**config.mk**
```make
export PLATFORM = sky130hd
export DESIGN_NAME = ram_arbiter_flat
export DESIGN_NICKNAME = d
export VERILOG_FILES = /design/src/rtl/ram_arbiter_pkg.sv /design/src/rtl/ram_arbiter_if.sv /design/src/rtl/ram_arbiter_sat_counter.sv /design/src/rtl/ram_arbiter.sv /design/src/flat_wrapper.sv
export SDC_FILE = /design/constraint.sdc
export NUM_CORES = 1
export LEC_CHECK = 0
export BUFFER_PORTS_ARGS = -buffer_cell sky130_fd_sc_hd__buf_4
export CELL_PAD_IN_SITES_DETAIL_PLACEMENT = 0
export CELL_PAD_IN_SITES_GLOBAL_PLACEMENT = 2
export CORE_MARGIN = 3
export CORE_UTILIZATION = 23
export CTS_CLUSTER_DIAMETER = 200
export DETAILED_ROUTE_END_ITERATION = 10
export HOLD_SLACK_MARGIN = 0.08
export PLACE_DENSITY = 0.8
export SETUP_SLACK_MARGIN = 0.5
export SLEW_MARGIN = 20
export SYNTH_ARGS = -nofsm -noshare
export SYNTH_HDL_FRONTEND = slang
export SYNTH_SLANG_ARGS = --single-unit
```
**constraint.sdc**
```tcl
create_clock -name clk -period 2.1 [get_ports clk]
set_clock_uncertainty 0.2 [all_clocks]
set_input_delay 0.42 -clock clk [delete_from_list [all_inputs] [get_ports clk]]
set_output_delay 0.42 -clock clk [all_outputs]
set_load 0.01 [all_outputs]
```
**src/rtl/ram_arbiter_pkg.sv**
```systemverilog
// ============================================================================
// Module : ram_arbiter_pkg
// Brief  : State encoding and RAM geometry shared by the arbiter, RAM and PC.
// Rev    : 1.0 - initial release
// ============================================================================
`default_nettype none

package ram_arbiter_pkg;

    localparam int RAM_AW = 8;
    localparam int RAM_DW = 4;

    typedef enum logic [1:0] {
        IDLE = 2'd0,
        CPU  = 2'd1,
        HOST = 2'd2
    } arb_state_e;

    // Bits needed to hold 0..limit inclusive.
    function automatic int cnt_width(input int limit);
        return (limit < 1) ? 1 : $clog2(limit + 1);
    endfunction

endpackage

`default_nettype wire

```
**src/rtl/ram_arbiter_if.sv**
```systemverilog
// ============================================================================
// Module : ram_arbiter_if
// Brief  : CPU, host and RAM-side signals of the RAM arbiter.
// Rev    : 1.0 - initial release
// ============================================================================
`default_nettype none

interface ram_arbiter_if
    import ram_arbiter_pkg::*;
();

    logic              cpu_req;
    logic              cpu_we;
    logic [RAM_AW-1:0] cpu_addr;
    logic [RAM_DW-1:0] cpu_wdata;
    logic              cpu_gnt;
    logic              cpu_stall;
    logic [RAM_DW-1:0] cpu_rdata;

    logic              host_req;
    logic              host_we;
    logic [RAM_AW-1:0] host_addr;
    logic [RAM_DW-1:0] host_wdata;
    logic              host_lock;
    logic              host_gnt;
    logic [RAM_DW-1:0] host_rdata;
    logic              host_rvalid;

    logic [RAM_AW-1:0] ram_addr;
    logic [RAM_DW-1:0] ram_wdata;
    logic              ram_we;
    logic [RAM_DW-1:0] ram_rdata;

    // Arbiter side.
    modport slave (
        input  cpu_req, cpu_we, cpu_addr, cpu_wdata,
        output cpu_gnt, cpu_stall, cpu_rdata,
        input  host_req, host_we, host_addr, host_wdata, host_lock,
        output host_gnt, host_rdata, host_rvalid,
        output ram_addr, ram_wdata, ram_we,
        input  ram_rdata
    );

    // Requester / RAM side.
    modport master (
        output cpu_req, cpu_we, cpu_addr, cpu_wdata,
        input  cpu_gnt, cpu_stall, cpu_rdata,
        output host_req, host_we, host_addr, host_wdata, host_lock,
        input  host_gnt, host_rdata, host_rvalid,
        input  ram_addr, ram_wdata, ram_we,
        output ram_rdata
    );

endinterface

`default_nettype wire

```
**src/rtl/ram_arbiter_sat_counter.sv**
```systemverilog
// ============================================================================
// Module : sat_counter
// Brief  : Saturating up-counter with synchronous clear and at-limit flag.
// Rev    : 1.0 - initial release
// ============================================================================
`default_nettype none

module sat_counter #(
    parameter int WIDTH = 3,
    parameter int LIMIT = 4
) (
    input  wire              clk,
    input  wire              rst,
    input  wire              i_inc,
    input  wire              i_clr,
    output logic [WIDTH-1:0] o_count,
    output logic             o_at_limit
);

    localparam logic [WIDTH-1:0] C_LIMIT = WIDTH'(LIMIT);

    logic [WIDTH-1:0] count_q;
    logic [WIDTH-1:0] count_d;

    // Clear wins over increment.
    always_comb begin
        count_d = count_q;
        if (i_clr) begin
            count_d = '0;
        end else if (i_inc && (count_q != C_LIMIT)) begin
            count_d = count_q + 1'b1;
        end
    end

    always_ff @(posedge clk) begin
        if (rst) begin
            count_q <= '0;
        end else begin
            count_q <= count_d;
        end
    end

    assign o_count    = count_q;
    assign o_at_limit = (count_q == C_LIMIT);

endmodule

`default_nettype wire

```
**src/rtl/ram_arbiter.sv**
```systemverilog
// ============================================================================
// Module : ram_arbiter
// Brief  : Shares the 256x4 data RAM between the CPU and the host/debug port.
// Rev    : 1.0 - initial release
// ============================================================================
`default_nettype none

module ram_arbiter
    import ram_arbiter_pkg::*;
#(
    parameter int STARVE_LIMIT = 4,
    parameter int LOCK_MAX     = 8
) (
    input  wire          clk,
    input  wire          reset,
    ram_arbiter_if.slave arb
);

    localparam int C_SW = cnt_width(STARVE_LIMIT);
    localparam int C_LW = cnt_width(LOCK_MAX);
    // Decision is made during the transfer that would be burst item lock_cnt+1.
    localparam logic [C_LW-1:0] C_LOCK_LAST = C_LW'(LOCK_MAX - 1);

    arb_state_e        state_q;
    arb_state_e        state_d;
    arb_state_e        w_idle_next;
    logic [RAM_DW-1:0] host_rdata_q;
    logic [RAM_DW-1:0] host_rdata_d;
    logic              host_rvalid_q;
    logic              host_rvalid_d;

    logic              w_cpu_gnt;
    logic              w_host_gnt;
    logic              w_host_xfer;
    logic              w_starved;
    logic              w_lock_room;
    logic              w_leave_host;
    logic              w_starve_inc;
    logic              w_starve_clr;
    logic              w_starve_at_limit;
    logic [C_SW-1:0]   w_starve_cnt;
    logic              w_lock_inc;
    logic              w_lock_clr;
    logic              w_lock_at_limit;
    logic [C_LW-1:0]   w_lock_cnt;
    logic              w_unused;

    assign w_cpu_gnt    = (state_q == CPU);
    assign w_host_gnt   = (state_q == HOST);
    assign w_host_xfer  = arb.host_req & w_host_gnt;

    assign w_starve_inc = arb.host_req & ~w_host_gnt;
    assign w_starve_clr = ~arb.host_req | w_host_xfer;
    assign w_starved    = arb.host_req & w_starve_at_limit;

    assign w_lock_room  = (w_lock_cnt < C_LOCK_LAST);
    assign w_leave_host = w_host_gnt & (state_d != HOST);
    assign w_lock_inc   = w_host_xfer & arb.host_lock;
    assign w_lock_clr   = ~arb.host_lock | w_leave_host;

    assign w_unused     = &{1'b0, w_starve_cnt, w_lock_at_limit};

    sat_counter #(
        .WIDTH (C_SW),
        .LIMIT (STARVE_LIMIT)
    ) u_starve_cnt (
        .clk        (clk),
        .rst        (reset),
        .i_inc      (w_starve_inc),
        .i_clr      (w_starve_clr),
        .o_count    (w_starve_cnt),
        .o_at_limit (w_starve_at_limit)
    );

    sat_counter #(
        .WIDTH (C_LW),
        .LIMIT (LOCK_MAX)
    ) u_lock_cnt (
        .clk        (clk),
        .rst        (reset),
        .i_inc      (w_lock_inc),
        .i_clr      (w_lock_clr),
        .o_count    (w_lock_cnt),
        .o_at_limit (w_lock_at_limit)
    );

    always_comb begin
        w_idle_next = IDLE;
        if (arb.host_req && (w_starved || !arb.cpu_req)) begin
            w_idle_next = HOST;
        end else if (arb.cpu_req) begin
            w_idle_next = CPU;
        end
    end

    always_comb begin
        state_d = state_q;
        unique case (state_q)
            IDLE: state_d = w_idle_next;
            CPU: begin
                if (w_starved) begin
                    state_d = HOST;
                end else if (!arb.cpu_req) begin
                    state_d = w_idle_next;
                end
            end
            HOST: begin
                if (arb.host_req && arb.host_lock && (w_lock_room || !arb.cpu_req)) begin
                    state_d = HOST;
                end else if (arb.cpu_req) begin
                    state_d = CPU;
                end else if (arb.host_req) begin
                    state_d = HOST;
                end else begin
                    state_d = IDLE;
                end
            end
            default: state_d = IDLE;
        endcase
    end

    always_comb begin
        arb.ram_addr  = '0;
        arb.ram_wdata = '0;
        arb.ram_we    = 1'b0;
        unique case (state_q)
            CPU: begin
                arb.ram_addr  = arb.cpu_addr;
                arb.ram_wdata = arb.cpu_wdata;
                arb.ram_we    = arb.cpu_req & arb.cpu_we;
            end
            HOST: begin
                arb.ram_addr  = arb.host_addr;
                arb.ram_wdata = arb.host_wdata;
                arb.ram_we    = arb.host_req & arb.host_we;
            end
            default: ;
        endcase
        // A reset edge must never commit a write.
        if (reset) begin
            arb.ram_we = 1'b0;
        end
    end

    always_comb begin
        host_rdata_d  = host_rdata_q;
        host_rvalid_d = w_host_xfer & ~arb.host_we;
        if (host_rvalid_d) begin
            host_rdata_d = arb.ram_rdata;
        end
    end

    always_ff @(posedge clk) begin
        if (reset) begin
            state_q       <= IDLE;
            host_rdata_q  <= '0;
            host_rvalid_q <= 1'b0;
        end else begin
            state_q       <= state_d;
            host_rdata_q  <= host_rdata_d;
            host_rvalid_q <= host_rvalid_d;
        end
    end

    assign arb.cpu_gnt     = w_cpu_gnt;
    assign arb.cpu_stall   = arb.cpu_req & ~w_cpu_gnt;
    assign arb.cpu_rdata   = arb.ram_rdata;
    assign arb.host_gnt    = w_host_gnt;
    assign arb.host_rdata  = host_rdata_q;
    assign arb.host_rvalid = host_rvalid_q;

endmodule

`default_nettype wire

```
**src/flat_wrapper.sv**
```systemverilog
// flat-port wrapper written by rule: the top's interface ports become plain ports
module ram_arbiter_flat import ram_arbiter_pkg::*;
#(
    parameter int STARVE_LIMIT = 4,
    parameter int LOCK_MAX     = 8
)
  (clk, reset, arb_cpu_req, arb_cpu_we, arb_cpu_addr, arb_cpu_wdata, arb_cpu_gnt, arb_cpu_stall, arb_cpu_rdata, arb_host_req, arb_host_we, arb_host_addr, arb_host_wdata, arb_host_lock, arb_host_gnt, arb_host_rdata, arb_host_rvalid, arb_ram_addr, arb_ram_wdata, arb_ram_we, arb_ram_rdata);
  ram_arbiter_if arb_i ();
  input  wire clk;
  input  wire reset;
  input wire logic [$bits(arb_i.cpu_req)-1:0] arb_cpu_req;
  input wire logic [$bits(arb_i.cpu_we)-1:0] arb_cpu_we;
  input wire logic [$bits(arb_i.cpu_addr)-1:0] arb_cpu_addr;
  input wire logic [$bits(arb_i.cpu_wdata)-1:0] arb_cpu_wdata;
  output wire logic [$bits(arb_i.cpu_gnt)-1:0] arb_cpu_gnt;
  output wire logic [$bits(arb_i.cpu_stall)-1:0] arb_cpu_stall;
  output wire logic [$bits(arb_i.cpu_rdata)-1:0] arb_cpu_rdata;
  input wire logic [$bits(arb_i.host_req)-1:0] arb_host_req;
  input wire logic [$bits(arb_i.host_we)-1:0] arb_host_we;
  input wire logic [$bits(arb_i.host_addr)-1:0] arb_host_addr;
  input wire logic [$bits(arb_i.host_wdata)-1:0] arb_host_wdata;
  input wire logic [$bits(arb_i.host_lock)-1:0] arb_host_lock;
  output wire logic [$bits(arb_i.host_gnt)-1:0] arb_host_gnt;
  output wire logic [$bits(arb_i.host_rdata)-1:0] arb_host_rdata;
  output wire logic [$bits(arb_i.host_rvalid)-1:0] arb_host_rvalid;
  output wire logic [$bits(arb_i.ram_addr)-1:0] arb_ram_addr;
  output wire logic [$bits(arb_i.ram_wdata)-1:0] arb_ram_wdata;
  output wire logic [$bits(arb_i.ram_we)-1:0] arb_ram_we;
  input wire logic [$bits(arb_i.ram_rdata)-1:0] arb_ram_rdata;
  assign arb_i.cpu_req = arb_cpu_req;
  assign arb_i.cpu_we = arb_cpu_we;
  assign arb_i.cpu_addr = arb_cpu_addr;
  assign arb_i.cpu_wdata = arb_cpu_wdata;
  assign arb_cpu_gnt = arb_i.cpu_gnt;
  assign arb_cpu_stall = arb_i.cpu_stall;
  assign arb_cpu_rdata = arb_i.cpu_rdata;
  assign arb_i.host_req = arb_host_req;
  assign arb_i.host_we = arb_host_we;
  assign arb_i.host_addr = arb_host_addr;
  assign arb_i.host_wdata = arb_host_wdata;
  assign arb_i.host_lock = arb_host_lock;
  assign arb_host_gnt = arb_i.host_gnt;
  assign arb_host_rdata = arb_i.host_rdata;
  assign arb_host_rvalid = arb_i.host_rvalid;
  assign arb_ram_addr = arb_i.ram_addr;
  assign arb_ram_wdata = arb_i.ram_wdata;
  assign arb_ram_we = arb_i.ram_we;
  assign arb_i.ram_rdata = arb_ram_rdata;
  ram_arbiter #(.STARVE_LIMIT(STARVE_LIMIT), .LOCK_MAX(LOCK_MAX)) u_core (.clk(clk), .reset(reset), .arb(arb_i));
endmodule
```
## After elaboration in Yosys (flattened, before gate mapping)

Cells that the tools add are included.

- Word-level logic and storage cells: 53
- Bits of input ports: 35
- Flip-flop bits (word level): 14
- Output and inout bits: 25

- Bitwise operators: 16
- Equality and inequality tests: 6
- Reductions and logical operators: 11
- Magnitude comparators: 1
- Muxes and demuxes: 12
- Add/subtract/negate cells: 2

Operator list:

| operator | count |
|---|---|
| 8-bit case mux with 2 select lines | 1 |
| 2-bit two-way mux | 6 |
| 1-bit bitwise AND | 9 |
| 4-bit case mux with 2 select lines | 1 |
| 2-bit case mux with 3 select lines | 1 |
| 1-bit logical AND | 5 |
| 1-bit NOT | 5 |
| 4-bit by 1-bit adder with 4-bit output, second input constant | 1 |
| 4-bit by 3-bit < comparator with 1-bit output, second input constant | 1 |
| 4-bit != test, second input constant | 1 |
| 2-bit OR reduction | 2 |
| 3-bit by 1-bit adder with 3-bit output, second input constant | 1 |
| 3-bit equality test, second input constant | 1 |
| 3-bit != test, second input constant | 1 |
| 2-bit by 1-bit equality test with 1-bit output, second input constant | 1 |
| 2-bit equality test, second input constant | 1 |
| 2-bit logical NOT | 1 |
| 1-bit logical OR | 2 |
| 1-bit two-way mux | 2 |
| 2-bit != test, second input constant | 1 |
| 1-bit OR | 2 |
| 1-bit case mux with 2 select lines | 1 |
| 1-bit logical NOT | 1 |

## Logic depth before layout (Yosys ltp)

- Word-level depth: 12
- Depth in mapped cells: 7
- Depth with buffers taken out: 6

## Hierarchy

A second synthesis with hierarchy kept.

- Cell total of the unflattened synthesis: 126
- Area total of the unflattened synthesis: 1,058.5 sq um

Modules (own cells, without submodules):

| module | instances | cells an instance | seq. area each (sq um) | area an instance (sq um) |
|---|---|---|---|---|
| ram_arbiter | 1 | 83 | 140.1 | 646.9 |
| sat_counter at u_core.u_lock_cnt | 1 | 25 | 80.1 | 224.0 |
| sat_counter at u_core.u_starve_cnt | 1 | 18 | 60.1 | 187.7 |

## Worst setup path after synthesis

Ideal clock, no wire load.

- Path type: register -> output
- Start: reg u_core.state_q[0]
- End: out arb_ram_addr[0]
- Cell stages (with the launch flop): 7
- Buffers on the path: 2
- Setup slack: 0.114 ns
- Data required time: 1.480 ns
- Arrival: 1.366 ns
- Path through: dfxtp_1 inv_1 ha_1 buf_6 clkbuf_1 a22oi_1 nor2b_1

- Cells in the longest elaborated chain, start to end: 2

Ends and longest elaborated chain:

| what | line | RTL |
|---|---|---|
| start, declared | ram_arbiter.sv:24 | `arb_state_e state_q;` |
| start signal, assigned | ram_arbiter.sv:159 | `state_q <= state_d;` |
| 2-bit equality test | n/a |  |
| net arb_host_gnt | flat_wrapper.sv:23 | `output wire logic [$bits(arb_i.host_gnt)-1:0] arb_host_gnt;` |
| 8-bit case mux with 2 select lines | ram_arbiter.sv:126 | `unique case (state_q)` |
| end, declared | flat_wrapper.sv:26 | `output wire logic [$bits(arb_i.ram_addr)-1:0] arb_ram_addr;` |

The timed path passes the listed nets, and every way through them passes these cells.

## Worst setup path after layout

- Start: reg u_core.state_q[1]
- End: out arb_ram_we

- Cells in the longest elaborated chain, start to end: 3

Ends and longest elaborated chain:

| what | line | RTL |
|---|---|---|
| 2-bit equality test or 2-bit by 1-bit equality test with 1-bit output (tied branches) | ram_arbiter.sv:126 |  |
| 1-bit case mux with 2 select lines * | ram_arbiter.sv:126 |  |
| 1-bit two-way mux * | ram_arbiter.sv:140 | `if (reset) begin` |
| end, declared | flat_wrapper.sv:28 | `output wire logic [$bits(arb_i.ram_we)-1:0] arb_ram_we;` |

Every way passes the cells marked *; elsewhere a longest branch is shown, timed or not.

==> impl_metrics.ini <==
[logic_synthesis]
synth_ff_type = dfxtp_1
yosysSeqAreaShare_pct = 26.5
async_reset_ff_share_pct = 0
ys_ff_latch = 14
synth_top_area_share_pct = 26.5
synth_edf_count = 0
syn_inst = 126
yosysTopAreaCell = dfxtp_1
yosys_warnings = 0
ys_types = 34
syn_avg_cell_area_um2 = 8.40
syn_nets = 169
synth_area_leaders = dfxtp_1 26%, ha_1 9.5%, a22oi_1 8.5%, nor2b_1 7.7%, mux2i_1 5.7%
syn_area_um2 = 1060

[timing]
setup_slack_ns = 0.0980
post-route-min-period_ns = 2.00
slew-limit-headroom_pct = 81.5
rsz0062_at_grt = yes
max_freq_mhz = 500
worst_pin_slew_ns = 0.277
setup_violations = 0
period_share_pct = 95.3
hold_violations = 0
slew_violations = 0
tns_ns = 0

[floorplanning]
ios = 60
start_util_pct = 24.0
chipHeight_um = 73.8
rows = 24
fp.dieArea_um2 = 5450
die_w_um = 73.8
design.core.area_um2 = 4410

[global_routing]
antenna_found_initial = 0
grt_max_degree = 14
grt_overflow_total = 0
grt_pass1_vias = 1100
grt_usage_pct = 11.5
grt_pass1_wl_mm = 4.97

[critical_path]
r2r_start = u_core.state_q[0]
start_kind = flop
crit_path_start = u_core.state_q[1]
reg2reg_slack_ns = 0.19
critPathCapture = arb_ram_we
worstSetupEndpointType = output pin
worstPathArrival_ns = 1.38
path_class = flop to output pin
worst_ep_required_time_ns = 1.48
cp_max_fo = 6
worstReg2RegEnd = u_core.u_lock_cnt.o_count[3]
r2r.worst_path.cells = 8

[cts]
cts-root-buf = clkbuf_8
cts_max_level = 1
cts_tree = built
clock_sinks = 14
hold_buffers = 0
clk_latency_ns = 0.24
path_clk_slew_ns = 0.06
cts_max_path_buffers = 2
numCtsBuffers = 3

[layout]
final_common_cell = buf_4
final_cell_area_um2 = 1930
fillers = 441
drive_gt1_share_pct = 65.1
layout.area.seq_um2 = 288
syn2layout_area_growth_pct = 82.0
final_cell_mix = 64 x buf_4, 12 x dfxtp_1, 10 x nor2b_2, 10 x nor2_1, 9 x a22oi_2
multi_input_area_um2 = 835
final_util_pct = 43.7
final_nets = 239
diodes = 0

[route]
vias = 1168
ant_nets = 0
wl_per_cell_um = 13.1
drc = 0
drt_first_iter_violations = 15
wl_mm = 3.25
drt_pass1_iterations = 3
vias_per_cell = 4.73

[place]
dpl.hpwl_mm = 2.36
port_buffers = 59
place_congestion = 0.705
place_ws_ns = 0.215
placed_area_um2 = 1620

[flow_run]
max_cap_violations = 0

[power]
p_leak_nw = 0.839
p_per_area_nw_per_um2 = 424
vdd_drop_max_mv = 0.267

[run_status]
status = finished clean

[min_path]
min_path_type = input pin to flop
worstHoldStart = reset
Yosys cell counts, types with 4 or more instances:
cell type,number
nand3_1,5
buf_4,4
mux2i_1,6
nor4b_2,4
inv_1,9
nor2_1,10
ha_1,8
nand2_1,7
nor2b_1,13
dfxtp_1,14
a22oi_1,12
clkbuf_1,4
flip-flops by register name, indices dropped and copies added (netlist names):
name / count
u_core.arb.host_rdata: 4
u_core.u_lock_cnt.o_count: 4
u_core.u_starve_cnt.o_count: 3
u_core.state_q: 2
u_core.arb.host_rvalid: 1
layout make-up:
type	instances	area share, %
clock buffer	4	2.86
tap	52	3.38
inverter	9	2.01
multi-input combinational	92	43.3
sequential	14	14.9
timing repair buffer	76	33.5
metrics by stage:
step / power [mW] / hold slack [ns] / instances
3_3_place_gp: 0.502 / 0.272 / 226
3_5_place_dp: 0.504 / 0.292 / 226
5_1_grt: 0.862 / 0.213 / 247
2_1_floorplan: 0.424 / 0.260 / 126
4_1_cts: 0.821 / 0.196 / 245
6_report: 0.817 / 0.207 / 247
worst max-delay path: stages (launching register included):
cell and delay (ns):
dfxtp_4 0.36, inv_4 0.07, ha_4 0.19, buf_6 0.13
nand3_2 0.06, nand2_1 0.06, and3_4 0.18, buf_6 0.09
report_power, final:
| part | internal, mW | total (mW) | leakage (nW) | switching (mW) |
|---|---|---|---|---|
| Sequential | 0.271 | 0.279 | 0.115 | 0.00746 |
| Combinational | 0.164 | 0.279 | 0.696 | 0.115 |
| Clock | 0.166 | 0.260 | 0.0288 | 0.0943 |
| Total | 0.601 | 0.817 | 0.839 | 0.217 |
layer usage:
metal	GRT usage, %	vias to the layer above	wire length, um
met5	0	-	0
met4	3.02	0	31
met3	3.28	4	424
met2	21.9	57	1590
met1	12.2	533	1200
li1	-	574	-
worst min path at each step:
stage                                endpoint  slack [ns]  cells past startpoint
5_1_grt                u_core.arb.host_rvalid        0.21                      2
3_3_place_gp   u_core.u_starve_cnt.o_count[1]        0.27                      2
3_5_place_dp   u_core.u_starve_cnt.o_count[1]        0.29                      2
4_1_cts                     u_core.state_q[1]        0.20                      2
6_report               u_core.arb.host_rvalid        0.21                      2
2_1_floorplan  u_core.u_starve_cnt.o_count[1]        0.26                      2
repair_timing:
action                     in CTS  in global routing
gates cloned                    0                  0
setup buffers                  15                  2
setup endpoints to repair      25                 29
pin swaps                      13                  1
resized for setup              18                  6
cell families after synthesis:
group / synth area share [%]
xor+xnor: 2.48
mux: 5.67
simple gates: 29.0
compound gates: 17.5
fa+ha+maj: 9.46
buf+inv: 9.46
flops: 26.5
Note: power is estimated with default switching activity, not from simulation.
